--- config.mk ---
export PLATFORM = sky130hd
export DESIGN_NAME = wb_queue
export DESIGN_NICKNAME = d
export VERILOG_FILES = /design/src/rtl/wb_pkg.sv /design/src/rtl/wb_fifo.sv /design/src/rtl/wb_queue.sv
export SDC_FILE = /design/constraint.sdc
export NUM_CORES = 1
export LEC_CHECK = 0
export BUFFER_PORTS_ARGS = -buffer_cell sky130_fd_sc_hd__buf_4
export CORE_AREA = 5 5 351 181
export DETAILED_ROUTE_END_ITERATION = 8
export DIE_AREA = 0 0 356 186
export HOLD_SLACK_MARGIN = 0.06
export PLACE_DENSITY = 0.64
export SYNTH_ARGS = -nofsm -noshare
export SYNTH_HDL_FRONTEND = slang
export SYNTH_SLANG_ARGS = --single-unit
export TNS_END_PERCENT = 10
--- constraint.sdc ---
create_clock -name clock -period 5.49 [get_ports clock]
set_input_delay 0.549 -clock clock [delete_from_list [all_inputs] [get_ports clock]]
set_output_delay 0.549 -clock clock [all_outputs]
set_load 0.02 [all_outputs]
--- src/rtl/wb_pkg.sv ---
// Shared definitions for the write-back queue: unit indices and the queued entry format.
package wb_pkg;

    localparam int NUM_UNITS = 3;
    localparam int UNIT_AM   = 0;
    localparam int UNIT_MUL  = 1;
    localparam int UNIT_MEM  = 2;

    typedef logic [1:0] unit_idx_t;

    typedef struct packed {
        logic [4:0]  regdest;
        logic [31:0] wbvalue;
    } wb_entry_t;

    // Round-robin helper: maps an unbounded unit offset back onto 0..NUM_UNITS-1.
    function automatic unit_idx_t unit_wrap(input int u);
        return unit_idx_t'(u % NUM_UNITS);
    endfunction

endpackage

--- src/rtl/wb_fifo.sv ---
// Per-unit result FIFO: power-of-two depth, head visible combinationally for the arbiter,
// push into a full FIFO is accepted only when a pop happens in the same cycle.
module wb_fifo
    import wb_pkg::*;
#(
    parameter int DEPTH = 4
) (
    input  logic                     clock,
    input  logic                     reset,
    input  logic                     push,
    input  wb_entry_t                push_data,
    input  logic                     pop,
    output wb_entry_t                pop_data,
    output logic                     full,
    output logic                     empty,
    output logic [$clog2(DEPTH):0]   count
);

    localparam int AW = $clog2(DEPTH);
    localparam int CW = AW + 1;

    wb_entry_t        mem [DEPTH];
    logic [AW-1:0]    wr_ptr_reg, rd_ptr_reg;
    logic [CW-1:0]    count_reg, count_next;
    logic             do_push, do_pop;

    assign empty   = (count_reg == '0);
    assign full    = (count_reg == CW'(DEPTH));
    assign do_pop  = pop && !empty;
    assign do_push = push && (!full || do_pop);

    always_comb begin
        count_next = count_reg;
        case ({do_push, do_pop})
            2'b10:   count_next = count_reg + 1'b1;
            2'b01:   count_next = count_reg - 1'b1;
            default: count_next = count_reg;
        endcase
    end

    always_ff @(posedge clock) begin
        if (do_push) begin
            mem[wr_ptr_reg] <= push_data;
        end
    end

    // Pointers wrap naturally because DEPTH is a power of two.
    always_ff @(posedge clock or negedge reset) begin
        if (!reset) begin
            wr_ptr_reg <= '0;
            rd_ptr_reg <= '0;
            count_reg  <= '0;
        end else begin
            if (do_push) wr_ptr_reg <= wr_ptr_reg + 1'b1;
            if (do_pop)  rd_ptr_reg <= rd_ptr_reg + 1'b1;
            count_reg <= count_next;
        end
    end

    assign pop_data = mem[rd_ptr_reg];
    assign count    = count_reg;

endmodule

--- src/rtl/wb_queue.sv ---
// Write-back queue: three per-unit result FIFOs drained one entry per cycle, round-robin AM->MUL->MEM.
// Optional WBQ_BYPASS_EN lets a result into an empty, granted FIFO go straight to the output registers.
module wb_queue
    import wb_pkg::*;
#(
    parameter int DEPTH       = 4,
    parameter int STALL_LEVEL = 2
) (
    input  logic        clock,
    input  logic        reset,
    input  logic        am_wb_oper,
    input  logic [4:0]  am_wb_regdest,
    input  logic        am_wb_writereg,
    input  logic [31:0] am_wb_wbvalue,
    input  logic        mul_wb_oper,
    input  logic [4:0]  mul_wb_regdest,
    input  logic        mul_wb_writereg,
    input  logic [31:0] mul_wb_wbvalue,
    input  logic        mem_wb_oper,
    input  logic [4:0]  mem_wb_regdest,
    input  logic        mem_wb_writereg,
    input  logic [31:0] mem_wb_wbvalue,
    output logic        wb_reg_en,
    output logic [4:0]  wb_reg_addr,
    output logic [31:0] wb_reg_data,
    output logic        wbq_stall,
    output logic        wbq_overflow
);

    localparam int CW = $clog2(DEPTH) + 1;

    logic [NUM_UNITS-1:0] oper, writereg;
    logic [4:0]           regdest [NUM_UNITS];
    logic [31:0]          wbvalue [NUM_UNITS];

    logic [NUM_UNITS-1:0] in_valid, push, pop, full, empty, req, drop, near_full;
    logic [NUM_UNITS-1:0] grant_vec;
    wb_entry_t            in_entry [NUM_UNITS];
    wb_entry_t            head     [NUM_UNITS];
    logic [CW-1:0]        count    [NUM_UNITS];

    unit_idx_t ptr_reg, ptr_next;
    unit_idx_t grant_idx, cand;
    logic      grant_any;
    wb_entry_t sel_entry;

    logic        en_reg;
    logic [4:0]  addr_reg;
    logic [31:0] data_reg;
    logic        overflow_reg;

    assign oper[UNIT_AM]     = am_wb_oper;
    assign oper[UNIT_MUL]    = mul_wb_oper;
    assign oper[UNIT_MEM]    = mem_wb_oper;
    assign writereg[UNIT_AM]  = am_wb_writereg;
    assign writereg[UNIT_MUL] = mul_wb_writereg;
    assign writereg[UNIT_MEM] = mem_wb_writereg;
    assign regdest[UNIT_AM]  = am_wb_regdest;
    assign regdest[UNIT_MUL] = mul_wb_regdest;
    assign regdest[UNIT_MEM] = mem_wb_regdest;
    assign wbvalue[UNIT_AM]  = am_wb_wbvalue;
    assign wbvalue[UNIT_MUL] = mul_wb_wbvalue;
    assign wbvalue[UNIT_MEM] = mem_wb_wbvalue;

`ifdef WBQ_BYPASS_EN
    logic [NUM_UNITS-1:0] bypass;
`endif

    generate
        for (genvar gi = 0; gi < NUM_UNITS; gi++) begin : g_unit
            // r0 is hard-wired zero, so a write to it carries no information.
            assign in_valid[gi] = oper[gi] && writereg[gi] && (regdest[gi] != 5'd0);
            assign in_entry[gi] = '{regdest: regdest[gi], wbvalue: wbvalue[gi]};

`ifdef WBQ_BYPASS_EN
            assign req[gi]    = !empty[gi] || in_valid[gi];
            assign bypass[gi] = in_valid[gi] && empty[gi] && grant_vec[gi];
            assign push[gi]   = in_valid[gi] && !bypass[gi];
`else
            assign req[gi]    = !empty[gi];
            assign push[gi]   = in_valid[gi];
`endif
            assign pop[gi]       = grant_vec[gi] && !empty[gi];
            assign drop[gi]      = push[gi] && full[gi] && !pop[gi];
            assign near_full[gi] = (int'(count[gi]) + STALL_LEVEL) >= DEPTH;

            wb_fifo #(
                .DEPTH (DEPTH)
            ) u_fifo (
                .clock     (clock),
                .reset     (reset),
                .push      (push[gi]),
                .push_data (in_entry[gi]),
                .pop       (pop[gi]),
                .pop_data  (head[gi]),
                .full      (full[gi]),
                .empty     (empty[gi]),
                .count     (count[gi])
            );
        end
    endgenerate

    // First requester at or after the pointer wins.
    always_comb begin
        grant_any = 1'b0;
        grant_idx = ptr_reg;
        cand      = ptr_reg;
        grant_vec = '0;
        for (int i = 0; i < NUM_UNITS; i++) begin
            cand = unit_wrap(int'(ptr_reg) + i);
            if (!grant_any && req[cand]) begin
                grant_any = 1'b1;
                grant_idx = cand;
            end
        end
        for (int i = 0; i < NUM_UNITS; i++) begin
            grant_vec[i] = grant_any && (grant_idx == unit_idx_t'(i));
        end
        ptr_next = grant_any ? unit_wrap(int'(grant_idx) + 1) : ptr_reg;
    end

    always_comb begin
        sel_entry = head[grant_idx];
`ifdef WBQ_BYPASS_EN
        if (empty[grant_idx]) begin
            sel_entry = in_entry[grant_idx];
        end
`endif
    end

    always_ff @(posedge clock or negedge reset) begin
        if (!reset) begin
            ptr_reg      <= unit_idx_t'(UNIT_AM);
            en_reg       <= 1'b0;
            addr_reg     <= '0;
            data_reg     <= '0;
            overflow_reg <= 1'b0;
        end else begin
            ptr_reg <= ptr_next;
            en_reg  <= grant_any;
            if (grant_any) begin
                addr_reg <= sel_entry.regdest;
                data_reg <= sel_entry.wbvalue;
            end
            overflow_reg <= overflow_reg || (|drop);
        end
    end

    assign wb_reg_en    = en_reg;
    assign wb_reg_addr  = addr_reg;
    assign wb_reg_data  = data_reg;
    assign wbq_overflow = overflow_reg;
    assign wbq_stall    = |near_full;

endmodule

==> results.md <==
| Stage | Metric | Reported |
| --- | --- | --- |
| floorplanning | Height of the chip | 186 µm |
| timing | Endpoints failing hold | 0 |
| timing | Min Tclk post-route | 5.15 ns |
| routing | Vias per std cell | 5.16 |
| outcome | Run status | complete, no violations |
| cts | Root cell of the clock tree | sky130_fd_sc_hd__clkbuf_16 |
| floorplanning | Die area | 66200 µm² |
| cts | Number of setup buffers added after CTS | 0 |
| floorplanning | Number of top-level design ports | 159 |
| final layout | Design Area, Final | 23700 µm² |
| routing | Total routed wirelength | 49100 µm |
| power and ir drop | Switching portion of total power | 36.5% |
| cts | Number of sinks driven by the clock tree | 506 |
| critical path | Startpoint of the lowest-slack register-to-register path | ptr_reg[0]$_DFFE_PN0N_ |
| timing | Worst slew slack as a fraction of its limit | 26.5% |
| critical path | Reg2reg path depth | 12 |
| timing | Peak clock frequency supported by timing | 194 MHz |
| timing | Skew final | 0.0239 ns |
| yosys | Count of state elements after synthesis | 506 |
| final layout | Multi-input gate area | 4980 µm² |
| yosys | Fraction of registers with async set or reset after synthesis | 12.3% |
| power and ir drop | Combinational share of power | 38.1% |
| yosys | Synth cell types | 66 |
| critical path | Worst Setup Start Kind | flop |
| final layout | Area of all sequential standard cells | 14900 µm² |
| final layout | # diodes | 0 |
| timing | Max-slew violation count | 0 |
| routing | Via count of the routed design | 10902 |
| routing | Number of DRC violations after detailed routing | 0 |
| power and ir drop | Switching power | 4.92 mW |
| yosys | Syn nets | 1230 |
| yosys | Post-synth EDFFs | 444 |
| cts | Clock buffer depth | 3 |
| job | Maximum capacitance violations | 0 |
| routing | Pre-antenna DRT Iters | 7 |
| critical path | Required time at the endpoint of the critical path | 5.70 ns |
| cts | Count of hold buffers inserted by post-cts repair | 0 |
| timing | Count of final setup violators | 0 |
| critical path | Worst-path maximum fanout | 37 |
| routing | Antenna Violating Nets Remaining | 0 |
| placement | Post-placement setup slack | 0.333 ns |
| final layout | Fill cell total of the finished layout | 5499 |
| placement | RePlAce Congestion | 0.812 |
| yosys | Synthesized netlist cell count | 1093 |
| placement | Area after DPL | 22300 µm² |
| yosys | Part of the Yosys area used for sequential elements | 73.8% |
| global routing | Largest net degree at the start of global routing | 63 |
| power and ir drop | Max VDD drop | 0.000492 V |
| floorplanning | Floorplan core area | 60200 µm² |
| cts | Clock Pin Slew Worst Setup and Hold Paths | 0.07 ns |
| global routing | Remaining global-route overflow | 0 |
| global routing | Initial antenna violation count | 2 |
| global routing | Wire length of the first global-routing pass | 72500 µm |
| final layout | Area added between synthesis and finish | 17.6% |
| yosys | Post-synth design cell area | 20200 µm² |
| cts | Resized Gates After CTS | 0 |
| global routing | Via count of the first global-routing pass | 10847 |
| power and ir drop | Pleak | 7.97 nW |
| timing | Period Utilization, post-route | 93.8% |
| power and ir drop | Pwr dens | 569 nW/µm² |
| global routing | Overall track demand over capacity in global routing | 14.7% |
| cts | Number of clock buffers inserted by TritonCTS | 43 |
| final layout | Number of nets in the final layout | 1390 |
| critical path | Worst setup path startpoint | ptr_reg[0]$_DFFE_PN0N_ |
| power and ir drop | Proportion of power drawn by the clock network | 22.4% |
| yosys | Number of warnings issued by yosys | 0 |
| routing | Iteration-0 DRC count of the detailed router | 1161 |
| critical path | Data arrival at the endpoint of the critical path | 5.36 ns |
| floorplanning | Effective utilization at floorplan | 33.5% |
| cts | Clock latency at the later pin of the worst-skew pair | 0.58 ns |
| timing | Setup repair after global routing missed its margin | no |
| power and ir drop | Reg power frac | 39.5% |
| placement | # port buffers | 158 |
| floorplanning | Std-Cell Rows | 64 |
| power and ir drop | Total internal power | 8.58 mW |
| placement | DPL Wire Length | 33400 µm |
| critical path | Reg2Reg Setup Slack | 0.34 ns |
| timing | Setup slack of the critical path after layout | 0.342 ns |
| cts | Clock tree from TritonCTS | yes |
| floorplanning | Horizontal die dimension | 356 µm |
| final layout | Proportion of layout cells with a drive suffix above 1 | 30.4% |
| min path | Classification of the worst-slack hold path | input pin to async pin |
| critical path | Reg-to-reg endpoint | g_unit[1].u_fifo.mem[3][7]$_DFFE_PP_ |
| critical path | Critical path start-end classification | flop to flop |
| critical path | Setup crit end kind | flop |
| final layout | Largest register FFs | 444 |
| routing | Routed wire length per instance | 23.2 µm |
| timing | Worst slew pin tran | 1.10 ns |
| yosys | Average cell area after synthesis | 18.5 µm² |
| yosys | Predominant post-synthesis flop cell | sky130_fd_sc_hd__edfxtp_1 |
| cts | Level count of the clock H-tree | 2 |
worst max-delay path by stage:
stage | slack [ns] | depth (start not counted) | to
after floorplan | -0.08 | 10 | g_unit[2].u_fifo.mem[0][0]$_DFFE_PP_
after global placement | 0.64 | 12 | g_unit[1].u_fifo.mem[0][15]$_DFFE_PP_
after detailed placement | 0.33 | 12 | g_unit[1].u_fifo.mem[0][7]$_DFFE_PP_
after CTS | 0.33 | 12 | g_unit[1].u_fifo.mem[0][6]$_DFFE_PP_
after global routing | 0.05 | 12 | g_unit[1].u_fifo.mem[3][8]$_DFFE_PP_
final | 0.34 | 12 | g_unit[1].u_fifo.mem[3][7]$_DFFE_PP_
layout by cell type (no fill, tap or decap), types with 6 or more instances in the layout:
cell type and count:
sky130_fd_sc_hd__xnor2_1 8, sky130_fd_sc_hd__a221oi_1 10, sky130_fd_sc_hd__o221ai_1 7, sky130_fd_sc_hd__nand4_1 25, sky130_fd_sc_hd__edfxtp_1 444, sky130_fd_sc_hd__clkbuf_1 9, sky130_fd_sc_hd__o2bb2ai_1 7, sky130_fd_sc_hd__a21oi_1 40
sky130_fd_sc_hd__ha_1 15, sky130_fd_sc_hd__o211ai_1 10, sky130_fd_sc_hd__clkinv_2 12, sky130_fd_sc_hd__mux4_2 111, sky130_fd_sc_hd__dfrtp_2 6, sky130_fd_sc_hd__o21ai_0 16, sky130_fd_sc_hd__nand2_1 40, sky130_fd_sc_hd__nor2_1 29
sky130_fd_sc_hd__dfrtp_1 56, sky130_fd_sc_hd__nand3_1 89, sky130_fd_sc_hd__inv_1 19, sky130_fd_sc_hd__buf_4 182, sky130_fd_sc_hd__clkbuf_16 44
final cells by class:
class / instances / area share (%)
Clock buffer: 57 / 5.01
Timing Repair Buffer: 182 / 5.76
Sequential cell: 506 / 62.8
Inverter: 22 / 0.348
Tap cell: 825 / 4.35
Multi-Input combinational cell: 498 / 21.0
Clock inverter: 23 / 0.791
logic make-up (layout without fill, tap and decap cells):
group,count (synthesis),count (layout),synth area share (%)
DFF,506,506,73.8
buffers and inverters,89,284,1.72
AOI/OAI and AO/OA,124,124,4.32
muxes,117,117,12.7
xor gates and xnor gates,11,11,0.478
and+or+nand+nor,228,228,5.76
adders and majority gates,18,18,1.23
cell usage after synthesis (all sizes together) (10+ instances only):
library cell,number,area [µm²]
a21oi,40,200
a221oi,10,87.6
and2,10,62.6
buf,17,76.3
clkbuf,50,189
dfrtp,62,1550
edfxtp,444,13300
ha,15,188
inv,21,78.8
mux4,111,2500
nand2,41,154
nand3,89,445
nand4,25,156
nor2,29,109
o211ai,10,75.1
o21ai,16,80.1
power groups by stage:
stage	clock [mW]	sequential (mW)	combinational, mW
floorplan	0	5.31	3.52
global placement	0	5.39	5.08
detailed placement	0	5.42	5.18
CTS	3.11	5.34	5.21
global route	3.27	5.40	5.63
finish	3.03	5.33	5.15
layer usage:
metal	routed length [µm]	part of all wire, %	global-route usage (%)
met1	22100	45	21.7
met2	22700	46	22.6
met3	3550	7.2	3.38
met4	658	1.3	2.56
met5	27	0.055	0
critical path, stage by stage (launching register included):
cell and delay [ns]:
sky130_fd_sc_hd__dfrtp_1 0.36, sky130_fd_sc_hd__clkinv_1 0.21, sky130_fd_sc_hd__ha_1 0.51, sky130_fd_sc_hd__nor4_1 0.42, sky130_fd_sc_hd__o2111ai_1 0.43, sky130_fd_sc_hd__and2_0 0.41
sky130_fd_sc_hd__a21o_1 0.41, sky130_fd_sc_hd__inv_1 0.14, sky130_fd_sc_hd__ha_1 0.18, sky130_fd_sc_hd__nand3_1 0.35, sky130_fd_sc_hd__a31oi_1 0.58, sky130_fd_sc_hd__and2_2 0.23
sky130_fd_sc_hd__buf_4 0.49
metrics by stage:
step | total power [mW] | cells | util [%] | hold WS, ns | setup TNS [ns]
after detailed placement | 10.6 | 2033 | 37.1 | 0.475 | 0
after CTS | 13.7 | 2113 | 39.4 | 0.131 | 0
final | 13.5 | 2113 | 39.4 | 0.127 | 0
after floorplan | 8.83 | 1093 | - | 0.253 | -12.06
after global placement | 10.5 | 2033 | 37.1 | 0.468 | 0
after global routing | 14.3 | 2113 | 39.4 | 0.142 | 0
(Power assumes the default switching activity.)
